$ cat src/rtl/uart_rx_pkg.sv
// Shared definitions for the 8N1 UART receiver: FSM state encoding and
// oversampling constants.
package uart_rx_pkg;

    localparam int         OVERSAMPLE = 16;
    localparam logic [3:0] MID_IDX    = 4'd7;
    localparam logic [3:0] END_IDX    = 4'd15;
    localparam int         FRAME_BITS = 8;

    typedef enum logic [2:0] {
        IDLE      = 3'd0,
        START     = 3'd1,
        DATA      = 3'd2,
        STOP      = 3'd3,
        WAIT_HIGH = 3'd4
    } state_t;

endpackage

$ cat src/rtl/uart_rx_tick.sv
// Free-running divider producing one-clk sample ticks at OVERSAMPLE x baud.
module uart_rx_tick #(
    parameter int DIV = 651
) (
    input  logic clk,
    input  logic rst,
    output logic tick
);

    localparam int            CW   = (DIV > 1) ? $clog2(DIV) : 1;
    localparam logic [CW-1:0] LAST = CW'(DIV - 1);

    logic [CW-1:0] cnt;

    always_ff @(posedge clk) begin
        if (rst)
            cnt <= '0;
        else if (cnt == LAST)
            cnt <= '0;
        else
            cnt <= cnt + CW'(1);
    end

    assign tick = (cnt == LAST);

endmodule

$ cat src/rtl/uart_rx.sv
// 8N1 UART receiver: 16x oversampling, mid-bit start validation, centre-sampled
// data/stop bits, valid/ack byte handshake with framing-error and overrun pulses.
module uart_rx #(
    parameter int CLK_FREQ   = 100_000_000,
    parameter int BAUD       = 9600,
    parameter int OVERSAMPLE = 16
) (
    input  logic       clk,
    input  logic       rst,
    input  logic       rx,
    input  logic       rx_ack,
    output logic [7:0] rxdata,
    output logic       rx_valid,
    output logic       framing_err,
    output logic       overrun,
    output logic       busy
);

    import uart_rx_pkg::*;

    localparam int         DIV      = CLK_FREQ / (BAUD * OVERSAMPLE);
    localparam logic [2:0] LAST_BIT = 3'(FRAME_BITS - 1);

    logic rx_meta;
    logic rs;
    logic tick;

    // Line idles high, so the synchronizer resets to 1 to avoid a false start.
    always_ff @(posedge clk) begin
        if (rst) begin
            rx_meta <= 1'b1;
            rs      <= 1'b1;
        end else begin
            rx_meta <= rx;
            rs      <= rx_meta;
        end
    end

    uart_rx_tick #(.DIV(DIV)) u_tick (
        .clk  (clk),
        .rst  (rst),
        .tick (tick)
    );

    state_t     state, state_n;
    logic [3:0] scnt, scnt_n;
    logic [2:0] bidx, bidx_n;
    logic [7:0] shreg, shreg_n;
    logic       load;
    logic       ferr;

    always_comb begin
        // NOTE: every variable gets a default first so no latch can be inferred.
        state_n = state;
        scnt_n  = scnt;
        bidx_n  = bidx;
        shreg_n = shreg;
        load    = 1'b0;
        ferr    = 1'b0;
        case (state)
            IDLE: begin
                scnt_n = 4'd0;
                if (tick && !rs)
                    state_n = START;
            end
            START: if (tick) begin
                if (scnt == MID_IDX) begin
                    scnt_n  = 4'd0;
                    bidx_n  = 3'd0;
                    state_n = rs ? IDLE : DATA;
                end else begin
                    scnt_n = scnt + 4'd1;
                end
            end
            DATA: if (tick) begin
                scnt_n = scnt + 4'd1;
                if (scnt == END_IDX) begin
                    shreg_n = {rs, shreg[7:1]};
                    bidx_n  = bidx + 3'd1;
                    if (bidx == LAST_BIT)
                        state_n = STOP;
                end
            end
            STOP: if (tick) begin
                scnt_n = scnt + 4'd1;
                if (scnt == END_IDX) begin
                    if (rs) begin
                        load    = 1'b1;
                        state_n = IDLE;
                    end else begin
                        ferr    = 1'b1;
                        state_n = WAIT_HIGH;
                    end
                end
            end
            WAIT_HIGH: begin
                scnt_n = 4'd0;
                if (tick && rs)
                    state_n = IDLE;
            end
            default: state_n = IDLE;
        endcase
    end

    always_ff @(posedge clk) begin
        if (rst) begin
            state       <= IDLE;
            scnt        <= 4'd0;
            bidx        <= 3'd0;
            shreg       <= 8'h00;
            rxdata      <= 8'h00;
            rx_valid    <= 1'b0;
            framing_err <= 1'b0;
            overrun     <= 1'b0;
            busy        <= 1'b0;
        end else begin
            state       <= state_n;
            scnt        <= scnt_n;
            bidx        <= bidx_n;
            shreg       <= shreg_n;
            framing_err <= ferr;
            overrun     <= load && rx_valid && !rx_ack;
            busy        <= (state_n != IDLE);
            // A completing byte wins over a same-cycle ack: valid stays set.
            if (load) begin
                rxdata   <= shreg;
                rx_valid <= 1'b1;
            end else if (rx_ack) begin
                rx_valid <= 1'b0;
            end
        end
    end

endmodule

$ cat config.mk
export PLATFORM = sky130hd
export DESIGN_NAME = uart_rx
export DESIGN_NICKNAME = d
export VERILOG_FILES = /design/src/rtl/uart_rx_pkg.sv /design/src/rtl/uart_rx_tick.sv /design/src/rtl/uart_rx.sv
export SDC_FILE = /design/constraint.sdc
export NUM_CORES = 1
export LEC_CHECK = 0
export ABC_CLOCK_PERIOD_IN_PS = 1700
export CAP_MARGIN = 25
export CORE_UTILIZATION = 55
export CTS_CLUSTER_SIZE = 14
export DETAILED_ROUTE_END_ITERATION = 12
export DONT_BUFFER_PORTS = 1
export GPL_ROUTABILITY_DRIVEN = 0
export PLACE_DENSITY_LB_ADDON = 0.1
export SLEW_MARGIN = 5
export SYNTH_ARGS = -nofsm -noshare
export SYNTH_HDL_FRONTEND = slang
export SYNTH_HIERARCHICAL = 1
export SYNTH_SLANG_ARGS = --single-unit
$ cat constraint.sdc
create_clock -name clk -period 1.7 [get_ports clk]
set_input_delay 0.17 -clock clk [delete_from_list [all_inputs] [get_ports clk]]
set_output_delay 0.17 -clock clk [all_outputs]
set_load 0.005 [all_outputs]
==> flow_summary.toml <==
[setup_path]
startpoint_type = "register"
critPathRequiredTime_ns = 1.98
path_max_fanout = 6
setup.worst_path.end_class = "register"
cp.arrival_ns = 2.07
r2r_start = "u_tick/cnt[6]"
slowest_stage = "or4b_1"
path_class = "reg2reg"
cp-startpoint = "u_tick/cnt[6]"
crit_path_max_incr_delay_ns = 0.47
cp_top_family = "simple AND/OR/NAND/NOR gates"
reg2regPathDepth = 6
r2r_slack_ns = -0.1
crit_chain = "nor4b_4 -> and4_4 -> nor2b_4 -> nor2_2 -> or4b_1 -> a31oi_1"
crit_buf_inv = 0
r2r_end = "scnt[3]"

[power]
p_clk_share_pct = 37.6
power_uw = 1660
powerDensity_nw_per_um2 = 785
leakage_uw = 0.000837
vdd_ir_drop_max_v = 0.000557
internal_power_uw = 1320
seqPwrFrac_pct = 60.1
p_sw_uw = 337
swShare_pct = 20.3
comb_power_share_pct = 2.3

[synth]
synth.distinct_cells = 47
synth_edf_count = 0
synth_warnings = 6
netlist_area_um2 = 1850
syn_inst = 187
avgSynthCellArea_um2 = 9.92
synthArstFlopShare_pct = 0
ys_ff_latch = 42
yosysSeqAreaShare_pct = 45.3
synth_flop_cell = "dfxtp_1"
synth_fp_nets = 196

[clock_network]
ctsHoldBuffers = 3
cts-buffers-inserted = 5
clk_pin_slew_ns = 0.11
clock_sinks = 42
cts_tree = "yes"
cts-root-buf = "clkbuf_4"
clkLatencyLatePin_ns = 0.35
cts.path.max_buffers = 2
cts_max_level = 2

[floorplan]
ios = 16
die_x_um = 60.1
start_util_pct = 59.3
std_cell_rows = 20
core_um2 = 3130
die_area_um2 = 3610
die_height_um = 60.1

[timing]
setup_viol = 17
hold_violations = 27
setup_ws_ns = -0.0974
drv_slew = 0
fmax_ghz = 0.556
fin_crit_sh_pct = 106
worst_slew_pin_slew_ns = 0.420
clock-skew-final_ns = 0.0136
hold-worst-slack_ns = -0.124
slew_headroom_pct = 71.6
finalCriticalPeriod_ns = 1.80
rsz0062_at_grt = "true"

[final_layout]
final_cell_area_um2 = 2120
final_nets = 213
areaGrowthSynthToFinish_pct = 14.2
fillCellCount = 265
multi_input_area_um2 = 958
drive_gt1_share_pct = 22.4
antenna_cells = 0
regArea_um2 = 845

[global_route]
grt_max_degree = 32
grt_pass1_vias = 1356
grt_pass1_wl_um = 5710
grt_overflow = 0
grtUsageTotal_pct = 21.5
antenna_found_initial = 0

[hold_path]
hp-start = "rst"
min_to = "scnt[0]"
holdPathStages = 1
hold_path.class = "in2reg"

[outcome]
status = "finished with violations"
violations = "hold timing, setup timing"

[route]
routed_wl_um = 3410
num_vias = 1390
drc = 0
drt_pass1_iterations = 4
final_antenna_net_count = 0
vias_per_cell = 5.58
drtIter0Drc = 62
routedWlPerCell_um = 13.7

[placed_design]
port_buffers = 0
hpwl_um = 2370
placed_area_um2 = 1940

[flow_run]
drv_cap = 0
registers in the layout, summed over array words and instances, names as in the netlist:
register     cells
rx_meta          1
rx_valid         1
rxdata           8
u_tick/cnt      10
overrun          1
framing_err      1
rs               1
state            3
shreg            8
scnt             4
bidx             3
busy             1
cells in the mapped netlist, drive strengths merged (2+ instances only):
cell / n / area share, %
a21oi: 10 / 2.9
a311o: 2 / 1.1
a31oi: 2 / 0.67
and2: 3 / 1.0
and3: 2 / 0.67
and3b: 3 / 1.4
and4: 2 / 1.1
buf: 6 / 2.6
clkbuf: 5 / 2.6
dfxtp: 42 / 45
ha: 5 / 3.4
inv: 4 / 0.81
mux2i: 18 / 9.7
nand2: 6 / 1.2
nand2b: 3 / 1.0
nand3: 6 / 1.6
nand4: 3 / 1.3
nor2: 27 / 5.7
nor2b: 2 / 1.1
nor3: 3 / 0.81
nor3b: 2 / 0.81
nor4b: 2 / 0.94
o21a: 2 / 0.81
o21ai: 5 / 1.3
or2: 2 / 0.67
or3: 4 / 1.3
xnor2: 2 / 0.94
xor2: 3 / 1.4
power by group through the flow:
stage | registers [uW] | clock network, uW | logic (uW)
6_report | 999 | 625 | 37.6
3_5_place_dp | 1020 | 0 | 32.8
5_1_grt | 1000 | 685 | 40.9
2_1_floorplan | 1020 | 0 | 27.6
4_1_cts | 999 | 637 | 37.5
3_3_place_gp | 1020 | 0 | 31.6
metal layers:
| layer | vias up | track usage [%] | wire (um) |
|---|---|---|---|
| met5 | - | 0 | 0 |
| met4 | 0 | 9.97 | 53 |
| met2 | 15 | 35.6 | 1700 |
| li1 | 693 | - | - |
| met1 | 676 | 25.6 | 1550 |
| met3 | 6 | 6.28 | 102 |
logic make-up (layout without fill, tap and decap cells):
logic type | Yosys count | in the layout | synth area share (%)
and+or+nand+nor | 74 | 75 | 22.9
xor gates and xnor gates | 5 | 5 | 2.36
buffers and inverters | 15 | 32 | 6.01
adders and majority gates | 5 | 5 | 3.37
AOI/OAI and AO/OA | 28 | 28 | 10.3
muxes | 18 | 18 | 9.72
DFF | 42 | 42 | 45.3
worst max-delay path by stage:
stage                     end  slack [ns]  cells past startpoint
CTS                   scnt[3]       -0.12                      6
global route        rxdata[5]       -0.22                      7
finish                scnt[3]        -0.1                      6
global placement         busy       -0.13                      6
floorplan             scnt[3]       -0.08                      6
detailed placement       busy       -0.15                      6
cell type report:
class | instances | area share (%)
Tap cell | 44 | 2.60
Sequential cell | 42 | 39.9
Inverter | 4 | 0.709
Clock inverter | 2 | 1.77
Multi-Input combinational cell | 131 | 45.3
Clock buffer | 6 | 1.95
Timing Repair Buffer | 20 | 7.80
metrics by stage:
stage | hold slack [ns] | util (%) | cells | TNS, ns | worst slack [ns]
2_1_floorplan | 0.260 | - | 187 | -0.269 | -0.0804
3_3_place_gp | 0.244 | 62.0 | 235 | -0.708 | -0.133
3_5_place_dp | 0.245 | 62.0 | 235 | -1.76 | -0.153
4_1_cts | -0.138 | 66.7 | 248 | -1.12 | -0.122
5_1_grt | -0.151 | 67.7 | 249 | -4.02 | -0.222
6_report | -0.124 | 67.7 | 249 | -0.893 | -0.0974
worst register-to-register path, cell delays in order (launching register included):
cell	delay [ns]
dfxtp_2	0.35
nor4b_4	0.27
and4_4	0.29
nor2b_4	0.17
nor2_2	0.05
or4b_1	0.47
a31oi_1	0.13
what timing repair did:
item / in CTS / in global routing
endpoints found under the setup margin: 25 / 29
resized for setup: 5 / 5
hold endpoints to repair: 30 / 28
pin swaps: 7 / 5
cloned: 1 / 0
setup buffers: 1 / 1
cells in the final DEF (no fill, tap or decap), types with 3 or more instances in the layout:
master | Yosys | final
a21oi_1 | 9 | 7
a21oi_2 | 1 | 3
and3b_1 | 3 | 3
buf_4 | 2 | 15
clkbuf_4 | 0 | 5
dfxtp_1 | 42 | 39
dfxtp_2 | 0 | 3
dlygate4sd3_1 | 0 | 3
ha_1 | 5 | 5
inv_1 | 4 | 4
mux2i_1 | 18 | 18
nand2_1 | 6 | 6
nand3_1 | 6 | 6
nor2_1 | 25 | 25
o21ai_0 | 5 | 5
or3_1 | 4 | 4
xor2_1 | 3 | 3
No activity file was read; power rests on OpenSTA's default activity.
